[config.mk]
export PLATFORM = sky130hd
export DESIGN_NAME = alu_slice_exec
export DESIGN_NICKNAME = d
export VERILOG_FILES = /design/src/rtl/alu_slice_exec.sv
export SDC_FILE = /design/constraint.sdc
export NUM_CORES = 1
export LEC_CHECK = 0
export ABC_AREA = 1
export CAP_MARGIN = 25
export CORE_ASPECT_RATIO = 2
export CORE_MARGIN = 4
export CORE_UTILIZATION = 50
export CTS_BUF_LIST = sky130_fd_sc_hd__clkbuf_4
export CTS_CLUSTER_DIAMETER = 200
export DETAILED_ROUTE_END_ITERATION = 8
export GPL_TIMING_DRIVEN = 1
export PLACE_DENSITY = 0.78
export SYNTH_ARGS = -nofsm -noshare
export SYNTH_HDL_FRONTEND = slang
export SYNTH_SLANG_ARGS = --single-unit
[constraint.sdc]
create_clock -name clk -period 2.75 [get_ports clk]
set_input_delay 0.4125 -clock clk [delete_from_list [all_inputs] [get_ports clk]]
set_output_delay 0.4125 -clock clk [all_outputs]
set_load 0.005 [all_outputs]
[src/rtl/alu_slice_exec.sv]
// Multi-cycle 32-bit ALU that executes one operation as four sequential 8-bit slices.
// An accepted operation completes four edges later with a one-cycle done pulse.
module alu_slice_exec (
  input  logic        clk,
  input  logic        rst_n,
  input  logic        start,
  input  logic [2:0]  alu_ctr,
  input  logic [31:0] a,
  input  logic [31:0] b,
  output logic        busy,
  output logic        done,
  output logic [31:0] result,
  output logic        zero,
  output logic        ovf,
  output logic        illegal
);

  typedef enum logic {S_IDLE, S_EXEC} state_e;

  typedef enum logic [2:0] {
    OP_AND = 3'b000,
    OP_OR  = 3'b001,
    OP_SLT = 3'b100,
    OP_ADD = 3'b101,
    OP_SUB = 3'b110
  } op_e;

  state_e      r_state;
  logic [31:0] r_a;
  logic [31:0] r_b;
  logic [2:0]  r_op;
  logic [1:0]  r_k;
  logic        r_carry;
  logic [23:0] r_acc;
  logic        r_busy;
  logic        r_done;
  logic [31:0] r_result;
  logic        r_zero;
  logic        r_ovf;
  logic        r_illegal;

  logic [7:0]  w_sa;
  logic [7:0]  w_sb_raw;
  logic [7:0]  w_sb;
  logic [8:0]  w_add9;
  logic        w_arith;
  logic        w_inv;
  logic        w_legal;
  logic [7:0]  w_slice;
  logic        w_ovf_int;
  logic [31:0] w_full;
  logic [31:0] w_final;
  logic        w_final_ovf;
  logic        w_accept_inv;

  assign w_sa     = r_a[{r_k, 3'b000} +: 8];
  assign w_sb_raw = r_b[{r_k, 3'b000} +: 8];

  always_comb begin
    w_arith = 1'b0;
    w_inv   = 1'b0;
    w_legal = 1'b1;
    case (r_op)
      OP_AND, OP_OR:  w_arith = 1'b0;
      OP_ADD:         w_arith = 1'b1;
      OP_SUB, OP_SLT: begin
        w_arith = 1'b1;
        w_inv   = 1'b1;
      end
      default:        w_legal = 1'b0;
    endcase
  end

  assign w_sb   = w_inv ? ~w_sb_raw : w_sb_raw;
  assign w_add9 = {1'b0, w_sa} + {1'b0, w_sb} + {8'b0, r_carry};

  always_comb begin
    w_slice = '0;
    case (r_op)
      OP_AND:                 w_slice = w_sa & w_sb_raw;
      OP_OR:                  w_slice = w_sa | w_sb_raw;
      OP_ADD, OP_SUB, OP_SLT: w_slice = w_add9[7:0];
      default:                w_slice = '0;
    endcase
  end

  // Only meaningful on the top slice: carry into bit 31 is recovered from the
  // sum bit, then compared against the slice carry-out.
  assign w_ovf_int = (w_sa[7] ^ w_sb[7] ^ w_add9[7]) ^ w_add9[8];
  assign w_full    = {w_slice, r_acc};

  always_comb begin
    w_final     = '0;
    w_final_ovf = 1'b0;
    case (r_op)
      OP_AND, OP_OR: w_final = w_full;
      OP_ADD, OP_SUB: begin
        w_final     = w_full;
        w_final_ovf = w_ovf_int;
      end
      OP_SLT:        w_final = {31'b0, w_add9[7] ^ w_ovf_int};
      default:       w_final = '0;
    endcase
  end

  assign w_accept_inv = (alu_ctr == OP_SUB) || (alu_ctr == OP_SLT);

  always_ff @(posedge clk or negedge rst_n) begin
    if (!rst_n) begin
      r_state   <= S_IDLE;
      r_a       <= '0;
      r_b       <= '0;
      r_op      <= '0;
      r_k       <= '0;
      r_carry   <= 1'b0;
      r_acc     <= '0;
      r_busy    <= 1'b0;
      r_done    <= 1'b0;
      r_result  <= '0;
      r_zero    <= 1'b1;
      r_ovf     <= 1'b0;
      r_illegal <= 1'b0;
    end else begin
      r_done <= 1'b0;
      case (r_state)
        S_IDLE: begin
          if (start) begin
            r_a     <= a;
            r_b     <= b;
            r_op    <= alu_ctr;
            r_k     <= '0;
            r_carry <= w_accept_inv;
            r_busy  <= 1'b1;
            r_state <= S_EXEC;
          end
        end
        S_EXEC: begin
          if (w_arith) begin
            r_carry <= w_add9[8];
          end
          case (r_k)
            2'd0: r_acc[7:0]   <= w_slice;
            2'd1: r_acc[15:8]  <= w_slice;
            2'd2: r_acc[23:16] <= w_slice;
            default: ;
          endcase
          if (r_k == 2'd3) begin
            // Counter parks at 3; only the next accept returns it to 0.
            r_result  <= w_final;
            r_zero    <= (w_final == '0);
            r_ovf     <= w_final_ovf;
            r_illegal <= ~w_legal;
            r_done    <= 1'b1;
            r_busy    <= 1'b0;
            r_state   <= S_IDLE;
          end else begin
            r_k <= r_k + 2'd1;
          end
        end
        default: r_state <= S_IDLE;
      endcase
    end
  end

  assign busy    = r_busy;
  assign done    = r_done;
  assign result  = r_result;
  assign zero    = r_zero;
  assign ovf     = r_ovf;
  assign illegal = r_illegal;

endmodule

Word-level counts from Yosys, hierarchy flattened. Cells that the tools add are included.

Logic and storage cells: 80. Output and inout port bits: 37. Bits of input ports: 70. Register bits: 132.

Muxes and demuxes: 21. Shift-type cells: 2. $add $sub $neg: 3. Reduce and logical (&&, ||, !) cells: 17. Bitwise logic cells: 9. Equality and inequality tests: 13.

Operator list (number): $pmux W32 S2 (1); $shiftx A32 B6 Y8 (2); $logic_not A32 Y1 (1); $pmux W8 S3 (1); $reduce_and A2 Y1 (8); $eq A3 B3 Y1 const B (5); $mux W1 (12); $add A8 B8 Y9 (1); $add A9 B1 Y9 (1); $and A8 B8 Y8 (1); $mux W8 (1); $not A8 Y8 (1); $or A8 B8 Y8 (1); $pmux W1 S2 (3); $reduce_or A5 Y1 (1); $eq A2 B2 Y1 const B (2); $mux W2 (2); $ne A2 B1 Y1 const B (2); $ne A2 B2 Y1 const B (2); $pmux W2 S2 (1); $reduce_or A2 Y1 (2); $reduce_or A4 Y1 (1); $xor A1 B1 Y1 (4); $eq A3 B1 Y1 const B (1); other kinds (7) (8).

Logic depth before layout (Yosys ltp).
Depth after elaboration: 11. Depth in mapped cells: 21. Gate-level depth less buffers: 20.

Worst setup path after synthesis. OpenSTA, ideal clock, no wires.

Path type: register to register. Start: register r_k[0]. End: register r_zero (netlist: zero). Required time: 2689 ps. Period minus slack after synthesis: 2833 ps. Path buffers: 1. Stages on the path, launching flop included: 22. Path slack: -83 ps. Setup time: 61 ps. Data arrival time: 2772 ps. Path through: dfrtp_1 > inv_1 > buf_2 > nor2_1 > o21ai_0 > nand2_1 > xnor2_1 > fa_1 > fa_1 > inv_1 > nand2_1 > nand2_1 > nand3b_1 > nand2_1 > nand2_1 > nand3_1 > nand2_1 > o21ai_0 > nand2_1 > nor2_1 > nand4_1 > nand2_1.

Longest elaborated chain between the ends: 10. Elaborated cells on any way between the ends: 17. Classes of those cells: add/sub: 2; eq/ne: 1; shift: 2; mux: 3; bitwise: 7; reduce/logical: 2.

RTL lines: start: declaration (line 32) `logic [1:0] r_k;`; start signal: assignment (line 157) `r_k <= r_k + 2'd1;`; $shiftx A32 B6 Y8 (line 57) `assign w_sb_raw = r_b[{r_k, 3'b000} +: 8];`; $not A8 Y8 (line 74) `assign w_sb = w_inv ? ~w_sb_raw : w_sb_raw;`; $mux W8 (line 74); $add A8 B8 Y9 (line 75) `assign w_add9 = {1'b0, w_sa} + {1'b0, w_sb} + {8'b0, r_carry};`; $add A9 B1 Y9 (line 75); $xor A1 B1 Y1 (2 in series) (line 89) `assign w_ovf_int = (w_sa[7] ^ w_sb[7] ^ w_add9[7]) ^ w_add9[8];`; $xor A1 B1 Y1 (line 101) `OP_SLT: w_final = {31'b0, w_add9[7] ^ w_ovf_int};`; $pmux W32 S2 (line 95) `case (r_op)`; $logic_not A32 Y1 (line 150) `r_zero <= (w_final == '0);`; end signal: assignment (line 150); end: declaration (line 38) `logic r_zero;`.

Several ways; a longest one is shown, not always the timed one. A chain may end at the register's enable or synchronous reset.

Final worst setup path. Ends and elaborated chain as after synthesis.

==> summary.txt <==
Worst hold path
  • Cell depth of the worst hold path: 3
  • Min-delay src: b[20]
  • Hold endpoint: r_b[20]
  • Hold Path Class: in2reg

Run
  • MaxCap Viol Count: 0

Routing
  • Post-DRT Antenna Nets: 0
  • WL per Instance: 15.0 µm
  • Final wirelength: 17,400 µm
  • DRT Pass-1 Iters: 4
  • DR vias/cell: 5.12
  • Drt drc: 0
  • Vias post-DR: approximately 5,900
  • Detailed Route Iter0 Violations: ~350

Place
  • Dpl cell area: between 0.007 and 0.008 mm²
  • PortBufs: 106
  • RD Place Congestion: 0.906
  • Post-placement cell count: 1,109
  • Pre-CTS setup slack: -121 ps
  • Detail Placement HPWL: 13,000 µm

STA
  • Worst hold slack: 400 ps
  • Final min period: 2840 ps
  • Final worst slack: -89.0 ps
  • Tcrit/Tclk final: 103%
  • Slew @ Worst Pin: 721 ps
  • Final setup violating endpoints: 1
  • Fmax: 352 MHz
  • Slew Limit Fails: 0
  • Final hold vios: 0
  • RSZ-0062 raised after global routing: true
  • Clock skew: around 23 ps
  • Relative slew slack: 51.9%

Worst setup path
  • Reg2reg start: r_k[0]
  • R2r worst-path depth: 16
  • Crit Path Max Fanout: 14
  • Reg2Reg Setup Slack: -90 ps
  • R2r endpoint: zero
  • Worst path arrival time: 3320 ps
  • CP Launch Type: flop
  • Critical path class: reg2reg
  • Required @ worst endpoint: 3230 ps
  • Crit end category: flop

GRT
  • Global route overflow: 0
  • Initial antenna violation count: 1
  • GRT Resource Usage Total: between 20% and 30%
  • Vias in the first global route: roughly 5,900
  • First-pass GRT wire length: 27,900 µm
  • Largest net degree at the start of global routing: 89

Cells and area
  • Sequential cell area: 0.00331 mm²
  • Leading cell types in the layout, fill and taps excluded: nand2_1 (377), dfrtp_1 (129), clkdlybuf4s50_1 (105)
  • Multi-input gate area: approximately 0.0029 mm²
  • # nets final: 1,076
  • Final Instance Count excl. Fillers: 1,157
  • Area grow syn2layout: 30.0%
  • Most common cell after layout, fill and taps aside: nand2_1
  • Final core utilization: 67.0%
  • Fillers: between 1,000 and 1,500
  • Layout cells sized above 1: around an eighth
  • Final Instance Area: 0.00851 mm²

Pwr
  • Leakage power: ~4.4 nW
  • Power per cell area: 1490 mW/mm²
  • Worst vdd ir: 0.837 mV

Clock network
  • CTS Buf Count: 17
  • Clock sinks: 132
  • CTS tree: done
  • Clock Path Buffers: 2
  • Root buffer cell: clkbuf_4
  • Clk_lat worst skew: 540 ps
  • Htree depth: 4
  • Clk pin slew, worst setup/hold paths: 130 ps

Run status
  • Violated checks: negative setup slack
  • Outcome: complete, but fails checks

Synth
  • Yosys warnings: 0
  • Average size of a mapped cell: 7.72 µm²
  • Sequential area share after synthesis: 50.5%
  • Synthesized flop and latch total: roughly 130
  • Mapped Cells: 848
  • Mapped Area: 0.00655 mm²
  • Synth Net Count: approximately 930
  • Count of different cell masters after synthesis: 34

Floorplanning
  • # IOs: 107
  • Core area: 0.0127 mm²
  • Num rows: 58
  • Initial Util: 51.5%
  • Die area: ~0.015 mm²
  • Die H: 170 µm
  • DIE WIDTH: 88.9 µm
## power breakdown
group	switching (mW)	total (mW)	internal [mW]
clock network	0.776	1.54	0.759
registers	0.491	3.27	2.78
logic	4.58	7.90	3.32
## cell families (layout without fill, tap and decap cells)
| family | count (synthesis) | count (layout) | share of synthesized area (%) |
|---|---|---|---|
| other cells | 0 | 1 | 0 |
| simple gates | 499 | 499 | 30.8 |
| fa+ha+maj | 13 | 13 | 2.71 |
| compound gates | 86 | 86 | 7.61 |
| xor+xnor | 9 | 9 | 1.20 |
| flops | 132 | 132 | 50.5 |
| buf+inv | 109 | 267 | 7.15 |
## flip-flops by register name, indices dropped and copies added, names as in the netlist
signal	count
r_op	3
r_carry	1
zero	1
r_a	32
r_acc	24
ovf	1
r_state	1
r_b	32
busy	1
result	32
done	1
illegal	1
r_k	2
## worst max path at each step
stage | from | end | depth (start not counted)
after floorplan | r_k[0] | zero | 21
after global placement | r_k[0] | zero | 20
after detailed placement | r_k[0] | zero | 20
after CTS | r_k[0] | zero | 24
after global routing | r_k[0] | zero | 21
final | r_k[0] | zero | 16
## per-stage QoR
step	setup TNS, ps	total power, mW
CTS	-138	12.4
floorplan	0	7.64
global route	-1310	13.8
global placement	-55.2	10.4
finish	-89.0	12.7
detailed placement	-121	10.5
## cells in the mapped netlist
master / count / share of area (%)
nor2_8: 1 / 0.31
nand4_1: 4 / 0.38
nand3_2: 1 / 0.15
nor2_1: 29 / 1.7
o21ai_1: 2 / 0.15
buf_1: 6 / 0.34
o21bai_1: 1 / 0.11
buf_4: 2 / 0.23
nand2_1: 385 / 22
buf_2: 7 / 0.54
inv_1: 67 / 3.8
a41oi_1: 3 / 0.40
nand3b_1: 2 / 0.23
o41ai_1: 2 / 0.27
dfstp_2: 1 / 0.40
xor2_1: 5 / 0.67
o21ai_0: 51 / 3.9
buf_6: 5 / 0.86
inv_6: 1 / 0.13
a21oi_1: 7 / 0.54
o31ai_1: 14 / 1.6
nor3_1: 1 / 0.076
a31oi_1: 5 / 0.48
dfrtp_1: 131 / 50
xnor2_1: 4 / 0.54
ha_1: 11 / 2.1
clkbuf_1: 18 / 1.0
or2_2: 2 / 0.19
and2_1: 1 / 0.096
a32o_1: 1 / 0.15
nand2_4: 1 / 0.17
nand3_1: 72 / 5.5
inv_2: 3 / 0.17
fa_1: 2 / 0.61
## final cells by class
type,instances,area share [%]
inverters,71,3.19
diodes,1,0.0294
multi-input cells,607,33.7
flip-flops and latches,132,38.9
repair buffers,164,18.0
clock buffers,19,1.68
well taps,150,2.21
clock inverters,13,2.31
## worst max-delay path, stage by stage, from the launching register on
cell and delay (ps):
dfrtp_2 460, inv_2 80, buf_4 190, nand2_1 70, nand3_1 170, nand2_1 120
xor2_1 160, ha_1 360, buf_4 160, or2_2 280, nand3_1 70, nand3_1 120
o21ai_0 180, nand2_1 80, nor2_1 120, nand4_1 90, nand2_1 100
## repair_timing
item,CTS,global route
hold endpoints to repair,46,0
endpoints found under the setup margin,5,22
pin swaps,6,8
resized for setup,12,25
buffers inserted,13,3
hold buffers,1,0
## metal layers
metal  vias up  wire length, µm  track usage (%)
met2       168             9700             44.7
li1       2972                -                -
met3        60              546             3.63
met1      2725             6240             25.1
met5         -                0                0
met4         0              878             13.1
Power figures use the tool's default switching activity.
